==> src/rtl/conv.sv <==
// conv: 5x5 binary-weight (+1/-1) convolution over a raster stream of taps columns.
// Define CONV_RELU_EN to clamp negative truncated results to zero.
module conv #(
    parameter int DATA_W = 32,
    parameter int K      = 5,
    parameter int SKIP   = 11
) (
    input  logic                  clk,
    input  logic                  rstn,
    input  logic                  start,
    input  logic                  weight_en,
    input  logic                  weight,
    input  logic [K*DATA_W-1:0]   taps,
    input  logic                  state,
    output logic [DATA_W-1:0]     dout,
    output logic                  ovalid,
    output logic                  done
);
    localparam int AW = DATA_W + 5;
    localparam logic [1:0] IDLE = 2'd0, WAIT = 2'd1, RUN = 2'd2, FIN = 2'd3;
    logic [1:0] st;
    logic start_d, wid, valid_p, last_p;
    logic [7:0] sk;
    logic [4:0] x, y, wcnt, xmax;
    logic [K*K-1:0] w;
    logic [K*DATA_W-1:0] col [K];
    logic signed [AW-1:0] sum;
    logic [DATA_W-1:0] res;
    assign xmax = wid ? 5'd11 : 5'd27;
    always_comb begin
        sum = '0;
        for (int i = 0; i < K; i++)
            for (int j = 0; j < K; j++)
                sum = w[K*i+j]
                    ? sum + {{5{col[j][DATA_W*i+DATA_W-1]}}, col[j][DATA_W*i +: DATA_W]}
                    : sum - {{5{col[j][DATA_W*i+DATA_W-1]}}, col[j][DATA_W*i +: DATA_W]};
`ifdef CONV_RELU_EN
        res = sum[DATA_W-1] ? '0 : sum[DATA_W-1:0];
`else
        res = sum[DATA_W-1:0];
`endif
    end
    always_ff @(posedge clk) begin
        if (rstn) begin
            st <= IDLE;
            start_d <= 1'b0;
            wid <= 1'b0;
            sk <= '0;
            x <= '0;
            y <= '0;
            w <= '0;
            wcnt <= '0;
            valid_p <= 1'b0;
            last_p <= 1'b0;
            dout <= '0;
            ovalid <= 1'b0;
            done <= 1'b0;
            for (int k = 0; k < K; k++) col[k] <= '0;
        end else begin
            start_d <= start;
            if (weight_en && wcnt < 5'(K*K)) begin
                w[wcnt] <= weight;
                wcnt <= wcnt + 5'd1;
            end
            dout <= valid_p ? res : dout;
            ovalid <= valid_p;
            done <= last_p;
            valid_p <= 1'b0;
            last_p <= 1'b0;
            // Dropping start aborts the frame, including any result still in the pipe
            if (!start) begin
                st <= IDLE;
                x <= '0;
                y <= '0;
                ovalid <= 1'b0;
                done <= 1'b0;
            end else begin
                case (st)
                    IDLE: if (!start_d) begin
                        wid <= state;
                        sk <= 8'd1;
                        st <= WAIT;
                    end
                    WAIT: begin
                        st <= (sk == 8'(SKIP-1)) ? RUN : WAIT;
                        sk <= sk + 8'd1;
                    end
                    RUN: begin
                        for (int k = 0; k < K-1; k++) col[k] <= col[k+1];
                        col[K-1] <= taps;
                        valid_p <= x >= 5'(K-1) && y >= 5'(K-1);
                        last_p <= x == xmax && y == xmax;
                        x <= (x == xmax) ? 5'd0 : x + 5'd1;
                        y <= (x == xmax) ? y + 5'd1 : y;
                        st <= (x == xmax && y == xmax) ? FIN : RUN;
                    end
                    default: st <= FIN;
                endcase
            end
        end
    end
endmodule

==> config.mk <==
export PLATFORM = sky130hd
export DESIGN_NAME = conv
export DESIGN_NICKNAME = d
export VERILOG_FILES = /design/src/rtl/conv.sv
export SDC_FILE = /design/constraint.sdc
export NUM_CORES = 2
export LEC_CHECK = 0
export CAP_MARGIN = 25
export CORE_MARGIN = 3
export CORE_UTILIZATION = 45
export CTS_CLUSTER_SIZE = 30
export DETAILED_ROUTE_END_ITERATION = 12
export GPL_ROUTABILITY_DRIVEN = 0
export PLACE_DENSITY_LB_ADDON = 0.12
export SYNTH_ARGS = -nofsm -noshare
export SYNTH_HDL_FRONTEND = slang
export SYNTH_SLANG_ARGS = --single-unit
export TNS_END_PERCENT = 1
==> constraint.sdc <==
create_clock -name clk -period 24 [get_ports clk]
set_clock_uncertainty 0.15 [all_clocks]
set_input_delay 4.8 -clock clk [delete_from_list [all_inputs] [get_ports clk]]
set_output_delay 4.8 -clock clk [all_outputs]
set_load 0.01 [all_outputs]
==> key figures <==
Timing
  • Final setup TNS: 0 ns
  • Achievable clock frequency: approximately 0.043 GHz
  • Slew Limit Fails: 0
  • Tmin final: ~23 ns
  • Tcrit/Tclk final: a little over nine tenths
  • Final worst slack: 0.512 ns
  • Slew @ Worst Pin: around 1 ns
  • Count of final setup violators: 0
  • Slew HR: 29.8%
  • Endpoints failing hold: 0
  • Unrepaired setup endpoints after global routing: yes

Layout
  • Filler-free cell count of the finished design: about 12,000
  • Final Cell Area: about 94,000 um^2
  • Share of cells above drive strength 1: 11.0%
  • Nets: about 11,000
  • Diode count: 0
  • Most frequent cells in the layout: nor2_1, a21oi_1, edfxtp_1, ha_1, xor2_1
  • Synth-to-Final Area Change: 16.6%
  • Filler instances: around 16,000
  • Commonest non-fill, non-tap cell in the layout: nor2_1

Critical path
  • Critical Path Source: col[0][160]$_SDFFCE_PN0P_
  • Worst EP arrival: 24.00 ns
  • Slowest CP cell: or4b_2
  • WS Path Type: register to register
  • Startpoint Class: register
  • R2R cell count: roughly 120
  • Worst EP required: 24.51 ns
  • Max Fanout on Critical Path: 5
  • Reg-to-Reg Start: col[0][160]$_SDFFCE_PN0P_
  • Crit end category: register
  • Most common cell on crit path: ha_1
  • CP max stage delay: 0.69 ns

Drt
  • Antenna Nets Post-Route: 0
  • DRT Wirelength: 219,000 um
  • Iteration-0 DRC Markers: between 4,000 and 5,000
  • Via-per-instance ratio: 5.53
  • # DRC: 0
  • Detailed-route via count: about 67,000
  • DR WL/cell: around 18 um
  • 1st-pass router iterations: 5

Global routing
  • First-pass GRT wire length: between 300,000 and 400,000 um
  • Vias in the first global route: approximately 65,000
  • Overflow after GRT: 0
  • Initial antenna violation count: 2
  • Total GRT Usage: 23.1%
  • Largest net degree at the start of global routing: around 230

Place
  • Detail Placement HPWL: about 170,000 um
  • Post-Place Setup Slack: -0.314 ns
  • Placed Cells: around 12,000
  • Area post-placement: about 88,000 um^2
  • Buffers on Ports: just under 200

Yosys
  • Number of synthesized register bits: between 800 and 900
  • Sequential fraction of the synthesis area: roughly a third
  • Syn. warnings: 0
  • Mapped cell area: between 80,000 and 90,000 um^2
  • Syn avg cell area: 8.89 um^2
  • Number of synthesized flops with an enable pin: 800
  • Main synth FF type: edfxtp_1
  • Post-Synthesis Cells: approximately 9,000
  • Post-Syn Nets: ~10,000
  • Synth unique cells: 95
  • Asr flop ratio synth: 0%

Clock tree
  • CTS clock-pin slew for the worst setup and hold paths: ~0.060 ns
  • Clock Latency Late Sink: roughly 0.74 ns
  • Clock root buffer master: clkbuf_16
  • Longest Clk Path Bufs: 3
  • Clock sinks: about 900
  • TritonCTS buffer count: around 110
  • CTS tree: built
  • H-tree Lvls: 3

Min path
  • Worst Hold Class: register to register
  • Hold depth: 1
  • Hold_sp: last_p$_SDFF_PN0_

Die
  • Die width: between 400 and 500 um
  • Initial core utilization: between 40% and 50%
  • I/O pins: 200
  • Rows: approximately 150
  • Core area: 177,000 um^2
  • Die area: around 180,000 um^2
  • Die Y: about 430 um

Run
  • Max Cap Viol: 0

Run status
  • Status: complete, no violations
==> logic make-up after synthesis <==
logic type	share of synthesized area (%)
buf+inv	3.45
mux	0.811
xor+xnor	16.1
fa+ha+maj	12.7
simple gates	19.2
compound gates	15.6
flops	32.1
==> worst max-delay path: cells and delay by family, from the launching register on <==
family / cells / cell delay [ns]
muxes: 1 / 0.30
adders and majority gates: 25 / 7.66
xor gates and xnor gates: 22 / 3.95
AOI/OAI and AO/OA: 37 / 6.15
and+or+nand+nor: 21 / 3.36
DFF: 1 / 0.40
buffers and inverters: 13 / 1.43
==> metrics by stage <==
stage,hold slack [ns],util [%]
finish,0.297,53.0
global route,0.319,53.0
CTS,0.296,52.2
detailed placement,0.267,49.9
global placement,0.276,49.9
floorplan,0.256,-
==> path summary, 6_finish.rpt <==
check | to | slack, ns
hold reg to reg | done$_SDFF_PP0_ | 0.30
setup reg to reg | dout[31]$_SDFFE_PP0P_ | 0.51
hold / removal | done$_SDFF_PP0_ | 0.30
setup / recovery | dout[31]$_SDFFE_PP0P_ | 0.51
==> synthesized netlist by cell type (62+ instances only) <==
| master | count | area share, % |
|---|---|---|
| nor2_1 | 1013 | 4.7 |
| a21oi_1 | 979 | 6.1 |
| edfxtp_1 | 800 | 30 |
| ha_1 | 779 | 12 |
| xor2_1 | 754 | 8.2 |
| and3_1 | 717 | 5.6 |
| xnor2_1 | 697 | 7.6 |
| inv_1 | 466 | 2.2 |
| nand2_1 | 319 | 1.5 |
| nor3_1 | 307 | 1.9 |
| clkbuf_1 | 260 | 1.2 |
| o21bai_1 | 200 | 1.9 |
| a21o_1 | 195 | 1.8 |
| o21ai_0 | 174 | 1.1 |
| nand2b_1 | 122 | 0.95 |
| a31oi_1 | 121 | 0.94 |
| nand3_1 | 116 | 0.72 |
| nor4_1 | 97 | 0.76 |
| dfxtp_1 | 88 | 2.2 |
| or3_1 | 62 | 0.48 |
==> final cells by class <==
class / instances / area [um^2] / area share [%]
Timing Repair Buffer: 745 / 6170 / 6.58
Sequential cell: 888 / 25800 / 27.5
Clock buffer: 132 / 2900 / 3.09
Multi-Input combinational cell: 7418 / 53400 / 56.9
Inverter: 470 / 1770 / 1.89
Clock inverter: 68 / 810 / 0.864
Tap cell: 2340 / 2930 / 3.12
==> registers in the layout (all words and copies together) (netlist names) <==
| register | count |
|---|---|
| col | 800 |
| y | 5 |
| sk | 8 |
| valid_p | 1 |
| wid | 1 |
| done | 1 |
| w | 25 |
| dout | 32 |
| start_d | 1 |
| wcnt | 5 |
| x | 5 |
| st | 2 |
| ovalid | 1 |
| last_p | 1 |
==> per-layer routing <==
metal / global-route usage (%) / wire length, um / part of all wire, % / up-vias
met5: 0 / 0 / 0 / -
met4: 5.69 / 5500 / 2.5 / 0
met3: 2.39 / 8190 / 3.7 / 239
met2: 39.0 / 103000 / 47 / 1156
met1: 31.6 / 102000 / 47 / 31633
li1: - / - / - / 33694
==> repair_timing <==
action | CTS | global route
hold buffers | 0 | 0
endpoints found under the hold margin | 0 | 0
setup endpoints to repair | 1 | 8
buffers inserted | 2 | 23
resized for setup | 58 | 223
pin swaps | 22 | 88
Power is not shown: default switching activity piles up to over one toggle a cycle in this logic, so the estimate is an artifact.
